==> src/rtl/pool_window_former.sv <==
// Streaming 2x2 stride-2 window former: buffers the even row, pairs it with the odd row.
// Window valid one cycle after its bottom-right pixel; a stalled output window blocks input.
module pool_window_former #(
  parameter int BITS  = 8,
  parameter int IMG_W = 28,
  parameter int IMG_H = 28
) (
  input  logic                           clk,
  input  logic                           rst,
  input  logic                           in_valid,
  output logic                           in_ready,
  input  logic [BITS*2-1:0]              in_data,
  output logic                           win_valid,
  input  logic                           win_ready,
  output logic [1:0][1:0][BITS*2-1:0]    win,
  output logic                           frame_done
);

  localparam int PW = BITS * 2;
  localparam int CW = (IMG_W > 1) ? $clog2(IMG_W) : 1;
  localparam int RW = (IMG_H > 1) ? $clog2(IMG_H) : 1;

  typedef enum logic {EVEN, ODD} state_t;

  state_t          state, state_nxt;
  logic [CW-1:0]   col;
  logic [RW-1:0]   row;
  logic [PW-1:0]   line_buf [IMG_W];
  logic [PW-1:0]   hold;
  logic            acc;
  logic            col_last;
  logic            row_last;
  logic            win_load;
  logic [CW-1:0]   col_pair;

  assign in_ready = ~win_valid | win_ready;
  assign acc      = in_valid & in_ready;
  assign col_last = (col == CW'(IMG_W - 1));
  assign row_last = (row == RW'(IMG_H - 1));
  // IMG_W is even, so the left column of a pair is col with bit 0 cleared
  assign col_pair = col & ~CW'(1);

  always_comb begin
    state_nxt = state;
    win_load  = 1'b0;
    case (state)
      EVEN: begin
        if (acc && col_last) state_nxt = ODD;
      end
      ODD: begin
        if (acc && col[0]) win_load = 1'b1;
        if (acc && col_last) state_nxt = EVEN;
      end
      default: state_nxt = EVEN;
    endcase
  end

  always_ff @(posedge clk or posedge rst) begin
    if (rst) begin
      state <= EVEN;
      col   <= '0;
      row   <= '0;
    end else begin
      state <= state_nxt;
      if (acc) begin
        if (col_last) begin
          col <= '0;
          row <= row_last ? '0 : row + RW'(1);
        end else begin
          col <= col + CW'(1);
        end
      end
    end
  end

  // Pixel storage needs no reset: a fresh frame always rewrites it before use
  always_ff @(posedge clk) begin
    if (acc && state == EVEN) line_buf[col] <= in_data;
    if (acc && state == ODD && !col[0]) hold <= in_data;
  end

  always_ff @(posedge clk or posedge rst) begin
    if (rst) begin
      win        <= '0;
      win_valid  <= 1'b0;
      frame_done <= 1'b0;
    end else begin
      frame_done <= acc && (state == ODD) && col_last && row_last;
      if (win_load) begin
        win[0][0] <= line_buf[col_pair];
        win[0][1] <= line_buf[col];
        win[1][0] <= hold;
        win[1][1] <= in_data;
        win_valid <= 1'b1;
      end else if (win_ready) begin
        win_valid <= 1'b0;
      end
    end
  end

endmodule
==> config.mk <==
export PLATFORM = sky130hd
export DESIGN_NAME = pool_window_former
export DESIGN_NICKNAME = d
export VERILOG_FILES = /design/src/rtl/pool_window_former.sv
export SDC_FILE = /design/constraint.sdc
export NUM_CORES = 1
export LEC_CHECK = 0
export ABC_AREA = 0
export BUFFER_PORTS_ARGS = -buffer_cell sky130_fd_sc_hd__buf_2
export CAP_MARGIN = 20
export CORE_MARGIN = 10
export CORE_UTILIZATION = 46
export CTS_CLUSTER_SIZE = 14
export DETAILED_ROUTE_END_ITERATION = 8
export HOLD_SLACK_MARGIN = 0.06
export PLACE_DENSITY = 0.64
export SYNTH_ARGS = -nofsm -noshare
export SYNTH_HDL_FRONTEND = slang
export SYNTH_SLANG_ARGS = --single-unit
==> constraint.sdc <==
create_clock -name clk -period 3.86 [get_ports clk]
set_input_delay 0.772 -clock clk [delete_from_list [all_inputs] [get_ports clk]]
set_output_delay 0.772 -clock clk [all_outputs]
set_load 0.05 [all_outputs]
==> run summary, run 1 <==
Worst skew pair latency -> 0.61 ns
Synth-to-layout area growth -> 14.8%
Port-buffer cells -> 86
CTS max path bufs -> 3
First-pass GRT wire length -> 75.5 mm
Crit-path max cell delay -> 0.85 ns
Synthesis-stage register bit count -> 541
Critical-path top delay cell -> or3_1
Mapped Cells -> 1270
Design area -> 23900 um2
CTS Hold Bufs -> 0
Final WL -> 51.3 mm
Cts bufs inserted -> 53
Hold crit path type -> in -> async
Via/cell ratio -> 5.64
Post-DP HPWL -> 31.0 mm
Grt ovf -> 0
Worst-margin pin slew -> 1.15 ns
Mapped Area -> 20800 um2
Num ports -> 87
Register area share after synthesis -> 76.1%
Crit path DAT -> 3.16 ns
Status -> complete, no violations
Synth Net Count -> 1296
Crit path launch type -> register
CP dominant cell by count -> buf_4
Relative slew slack -> 23.4%
RSZ-0062 raised after global routing -> no
Largest net degree at the start of global routing -> 71
CTS Sinks -> 541
Main combinational cell family by area after synthesis -> multiplexers
Tmin final -> 2.86 ns
Maxcap violations -> 0
XOR/XNOR share of the synthesized area -> 0.126%
Final net count -> 1429
1st-pass router iterations -> 6
TritonCTS clock tree -> yes
H-Tree Depth -> 2
Crit-path max FO -> 19
Die ar. -> 54200 um2
EDFF count, synth -> 464
GPL Wtd Cong -> 0.794
Post-synthesis mux area share -> 11.3%
Via count -> 11500
Vert. Die Dim -> 233 um
Fin Clk Skew -> 0.0313 ns
Sum of buffers and inverters on the critical path -> 3
Simple-gate share of the synthesized area -> 5.20%
Starting density of the core -> 46.8%
Layout cells sized above 1 -> 17.3%
Pins Over Slew Limit -> 0
Setup CP Type -> reg -> reg
Iteration-0 DRC count of the detailed router -> 1206
Crit path required time -> 4.15 ns
Avg WL per Cell -> 25.1 um
Row cnt -> 77
Final Cycle Share -> 74.1%
Resize count post-CTS -> 0
Leakage -> 8.92 nW
Vias in the first global route -> 11400
Setup TNS -> 0 ns
Hold Vio Cnt, Final -> 0
Avg Cell Area, Syn -> 16.4 um2
CP top delay family -> simple AND/OR/NAND/NOR gates
VDD IR max -> 0.430 mV
Post-synth cell types -> 42
Area after DPL -> 22200 um2
Initial antenna violation count -> 0
Endpoint type of the worst setup path -> register
Post-synthesis compound-gate area fraction -> 4.81%
Clock slew at reported path FFs -> 0.06 ns
Clk root buf -> clkbuf_16
Postcts setup bufs -> 0
Adder-Cell Fraction of Synth Area -> 0.360%
Post-synth top flop -> edfxtp_1
FMAX -> 349 MHz
DRC -> 0
Core Area -> 44500 um2
Fill count -> 3603
Final setup fails -> 0
Tot GR Track Use -> 18.8%
Synth Warn # -> 0
Ys async rst share -> 14.2%
Antenna Violating Nets Remaining -> 0
Critical-path cell list -> or3_1, buf_4, buf_4, nor2_1, buf_4
Pwr Density -> 746 nW/um2
Die width -> 233 um
ANT cells -> 0
[layer usage]
metal / wire (um) / up-vias / global-route usage, %
met5: 0 / - / 0
met4: 1020 / 0 / 4.48
met3: 4400 / 65 / 3.83
met2: 24000 / 493 / 29.7
met1: 21900 / 5808 / 26.3
li1: - / 5137 / -
[Yosys cell counts (all sizes together), types with 2 or more instances]
cell type,count,area share [%]
a211oi,10,0.36
inv,7,0.13
nand3b,2,0.090
or3b,3,0.13
o22ai,97,3.0
nor4,21,0.63
nand2,128,2.3
clkbuf,13,0.23
or3,2,0.060
edfxtp,464,67
ha,6,0.36
dfrtp,77,9.2
nor3b,3,0.11
o21ai,37,0.89
mux2,5,0.27
xor2,2,0.084
nor2,64,1.2
nor3,7,0.25
and3,2,0.060
and2,2,0.060
nand3,5,0.12
a31oi,4,0.12
a21oi,8,0.19
a221o,2,0.096
nor2b,3,0.090
mux2i,230,11
buf,59,1.7
[final timing paths]
check / from / endpoint / cells past startpoint / slack (ns)
min in group clk: hold[6] / win[38] / 2 / 0.43
min: rst / win[49] / 2 / 0.12
min reg2reg: hold[6] / win[38] / 2 / 0.43
max reg2reg: col[2] / line_buf[1][6] / 5 / 1.0
max in group asynchronous: rst / win[13] / 4 / 2.83
max: col[2] / line_buf[1][6] / 5 / 1.0
[sequential cells by signal, indices dropped and copies added, names as in the netlist]
signal	count
frame_done	1
win_valid	1
col	5
line_buf	448
hold	16
win	64
row	5
state	1
[where the power goes]
| group | leakage [nW] | internal (W) | switching (W) |
|---|---|---|---|
| Combinational | 2.96 | 0.00170 | 0.00372 |
| Sequential | 5.12 | 0.00691 | 0.000414 |
| Clock | 0.841 | 0.00294 | 0.00217 |
[area by class of cell]
class	count	area (um2)	area share (%)
Timing Repair Buffer	150	986	4.12
Tap cell	592	741	3.10
Multi-Input combinational cell	650	4590	19.2
Inverter	7	27.5	0.115
Clock inverter	19	193	0.805
Clock buffer	81	1530	6.40
Sequential cell	541	15900	66.3
[layout by cell type, fill, tap and decap left out, drive strengths merged, types with 4 or more instances in the layout]
cell / n
a211oi: 10
a21oi: 8
a31oi: 4
buf: 150
clkbuf: 81
clkinv: 12
dfrtp: 77
edfxtp: 464
ha: 6
inv: 9
mux2: 5
mux2i: 230
nand2: 128
nand3: 5
nor2: 64
nor3: 7
nor4: 21
o21ai: 37
o22ai: 97
[stage by stage]
stage	hold WS, ns	setup WS, ns	std cells	utilization [%]	total power (W)
3_3_place_gp	0.418	0.696	1939	49.8	0.0128
3_5_place_dp	0.422	0.708	1939	49.8	0.0129
5_1_grt	0.124	0.875	2040	53.8	0.0185
2_1_floorplan	0.415	0.637	1270	-	0.0112
6_report	0.117	0.998	2040	53.8	0.0178
4_1_cts	0.384	0.988	2039	53.7	0.0179
[cell families (layout without fill, tap and decap cells)]
family | Yosys count | after routing
flops | 541 | 541
fa+ha+maj | 6 | 6
simple gates | 245 | 245
mux | 235 | 235
xor+xnor | 3 | 3
buf+inv | 79 | 257
compound gates | 161 | 161
No activity file was read; power rests on OpenSTA's default activity.
==> inputs of run 2 (changes only) <==
- PLACE_DENSITY: 0.64 -> 0.67
- clock period: 3.86 -> 2.62 ns (I/O delays scaled with it)
==> run 2 against run 1 <==
  * Utilization rose by 0.74 points
  * Critical endpoint is now win[23]
  * Hold slack better by 0.096 ns
  * Clock skew is 0.0029 ns lower
  * Sequential power is 46% higher
  * Worst setup slack lost 0.88 ns
  * Non-clock buffer count increased by 47
  * Clock power up 40%
  * Cell area grew 1.4%
==> run summary, run 2 (synthesized netlist as in run 1, its figures left out) <==
Crit-path max FO -> 25 (was 19)
Leakage -> 9.13 nW (was 8.92 nW)
Met2 wire len -> 24.1 mm (was 24.0 mm)
Tot GR Track Use -> 18.7% (was 18.8%)
CTS Sinks -> 541 (unchanged)
Iteration-0 DRC count of the detailed router -> 1167 (was 1206)
Critical-path top delay cell -> dfrtp_4 (was or3_1)
Relative slew slack -> 30.2% (was 23.4%)
Die ar. -> 54200 um2 (unchanged)
Setup slack, reg-to-reg -> 0.11 ns (was 1.0 ns)
Vert. Die Dim -> 233 um (unchanged)
Final setup margin -> 0.114 ns (was 0.998 ns)
FMAX -> 399 MHz (was 349 MHz)
Crit path required time -> 3.09 ns (was 4.15 ns)
1st-pass router iterations -> 6 (unchanged)
Design area -> 24300 um2 (was 23900 um2)
Worst-margin pin slew -> 1.04 ns (was 1.15 ns)
GPL Wtd Cong -> 0.823 (was 0.794)
Place WS -> -0.0934 ns (was 0.708 ns)
Vias in the first global route -> 11700 (was 11400)
Termination of the worst setup path -> win[23] (was line_buf[1][6])
Max Used Layer -> met5 (was met4)
H-Tree Depth -> 2 (unchanged)
Area after DPL -> 22600 um2 (was 22200 um2)
Largest registers -> line_buf x448, win x64, hold x16 (unchanged)
Number of flip-flops in the largest register -> 448 (unchanged)
CP Depth -> 7 (was 5)
Critical-path cell list -> buf_4, buf_4, mux2i_1, o22ai_1, nor4_2, buf_4, o21ai_1 (was or3_1, buf_4, buf_4, nor2_1, buf_4)
Via count -> 11700 (was 11500)
Post-Route M1 WL -> 21.8 mm (was 21.9 mm)
Row cnt -> 77 (unchanged)
Worst skew pair latency -> 0.61 ns (about the same)
Antenna Violating Nets Remaining -> 0 (unchanged)
Fill count -> 3541 (was 3603)
Fin util -> 54.5% (was 53.8%)
Grt ovf -> 0 (unchanged)
CP dominant cell by count -> buf_4 (unchanged)
Tmin final -> 2.51 ns (was 2.86 ns)
Hold crit path type -> in -> reg (was in -> async)
Initial antenna violation count -> 2 (was 0)
Fin Clk Skew -> 0.0284 ns (was 0.0313 ns)
Setup CP Type -> reg -> reg (unchanged)
Commonest non-fill, non-tap cell in the layout -> edfxtp_1 (unchanged)
Crit-path max cell delay -> 0.73 ns (was 0.85 ns)
Die width -> 233 um (unchanged)
Cts bufs inserted -> 52 (was 53)
Clk root buf -> clkbuf_16 (unchanged)
CP top delay family -> buffers and inverters (was simple AND/OR/NAND/NOR gates)
Num ports -> 87 (unchanged)
Endpoint type of the worst setup path -> register (unchanged)
RSZ-0062 raised after global routing -> no (unchanged)
Post-DP HPWL -> 31.7 mm (was 31.0 mm)
Cells on worst reg2reg path -> 7 (was 5)
Final net count -> 1475 (was 1429)
Port-buffer cells -> 86 (unchanged)
DRC -> 0 (unchanged)
First-pass GRT wire length -> 75.5 mm (about the same)
Worst R2R Start -> col[1] (was col[2])
Routed wl met3 -> 3.59 mm (was 4.40 mm)
Commonest non-fill, non-tap cells in the layout -> 464 x edfxtp_1, 230 x mux2i_1, 128 x nand2_1 (unchanged)
CTS max path bufs -> 3 (unchanged)
Starting density of the core -> 46.8% (unchanged)
Crit path DAT -> 2.98 ns (was 3.16 ns)
Final WL -> 50.9 mm (was 51.3 mm)
Via/cell ratio -> 5.63 (was 5.64)
Final Instance Count excl. Fillers -> 2084 (was 2040)
TritonCTS clock tree -> yes (unchanged)
Pins Over Slew Limit -> 0 (unchanged)
Largest net degree at the start of global routing -> 43 (was 71)
Status -> complete, no violations (unchanged)
Final Cycle Share -> 95.7% (was 74.1%)
Worst Setup SP -> col[1] (was col[2])
Pwr Density -> 1090 nW/um2 (was 746 nW/um2)
Synth-to-layout area growth -> 16.4% (was 14.8%)
Setup TNS -> 0 ns (unchanged)
Worst R2R End -> win[23] (was line_buf[1][6])
Postcts setup bufs -> 0 (unchanged)
VDD IR max -> 0.686 mV (was 0.430 mV)
Dpl cells -> 1985 (was 1939)
Crit path launch type -> register (unchanged)
Top reg by flops -> line_buf (unchanged)
Final setup fails -> 0 (unchanged)
Avg WL per Cell -> 24.4 um (was 25.1 um)
Clock slew at reported path FFs -> 0.06 ns (about the same)
Sum of buffers and inverters on the critical path -> 3 (unchanged)
Maxcap violations -> 0 (unchanged)
Hold Vio Cnt, Final -> 0 (unchanged)
Layout cells sized above 1 -> 19.6% (was 17.3%)
Core Area -> 44500 um2 (unchanged)
run 2: cell count changes in the layout (fill, tap and decap cells not counted), moves of 2 or more:
cell       previous run  this run
buf_4                58        99
clkinv_1              4         9
buf_12                6        10
clkbuf_1             18        14
clkbuf_8             10         6
bufinv_16             3         1
nor2_1               61        63
nor2_2                3         1
run 2: routing by layer:
| metal | vias to the layer above | global-route usage [%] |
|---|---|---|
| li1 | 5241 | - |
| met1 | 5971 | 25.4 |
| met2 | 434 | 29.8 |
| met3 | 88 | 3.85 |
| met4 | 2 | 5.82 |
| met5 | - | 0 |
run 2: area by class of cell:
| class | instances | area [um2] | area share (%) |
|---|---|---|---|
| Sequential cell | 541 | 15900 | 65.4 |
| Multi-Input combinational cell | 650 | 4590 | 18.9 |
| Clock buffer | 74 | 1490 | 6.13 |
| Timing Repair Buffer | 197 | 1400 | 5.75 |
| Tap cell | 592 | 741 | 3.05 |
| Clock inverter | 22 | 151 | 0.624 |
| Inverter | 7 | 27.5 | 0.113 |
| Antenna cell | 1 | 2.50 | 0.0103 |
run 2: report_power, final:
part	leakage (nW)	switching, W	internal [W]
clock network	0.797	0.00312	0.00405
registers	5.12	0.000568	0.0102
logic	3.21	0.00560	0.00284
run 2: worst min path at each step:
stage / start / to / slack, ns / depth (start not counted)
after floorplan: hold[0] / win[32] / 0.41 / 2
after global placement: hold[3] / win[35] / 0.42 / 2
after detailed placement: hold[10] / win[42] / 0.42 / 2
after CTS: in_valid / col[0] / 0.19 / 3
after global routing: in_valid / col[0] / 0.23 / 3
final: in_valid / col[0] / 0.21 / 3
run 2: per-stage QoR:
| stage | hold slack, ns | power (W) |
|---|---|---|
| finish | 0.212 | 0.0264 |
| global route | 0.231 | 0.0274 |
| CTS | 0.185 | 0.0265 |
| detailed placement | 0.421 | 0.0193 |
| global placement | 0.424 | 0.0193 |
| floorplan | 0.415 | 0.0166 |
run 2: worst register-to-register path, stage by stage (launching register included):
cell     delay, ns
dfrtp_4       0.73
buf_4         0.40
buf_4         0.22
mux2i_1       0.22
o22ai_1       0.16
nor4_2        0.40
buf_4         0.20
o21ai_1       0.05
run 2: repair_timing:
| item | 4_1_cts | 5_1_grt |
|---|---|---|
| pin swaps | 0 | 0 |
| setup endpoints to repair | 1 | 1 |
| hold endpoints to repair | 30 | 0 |
| hold buffers | 1 | 0 |
| resized for setup | 1 | 1 |
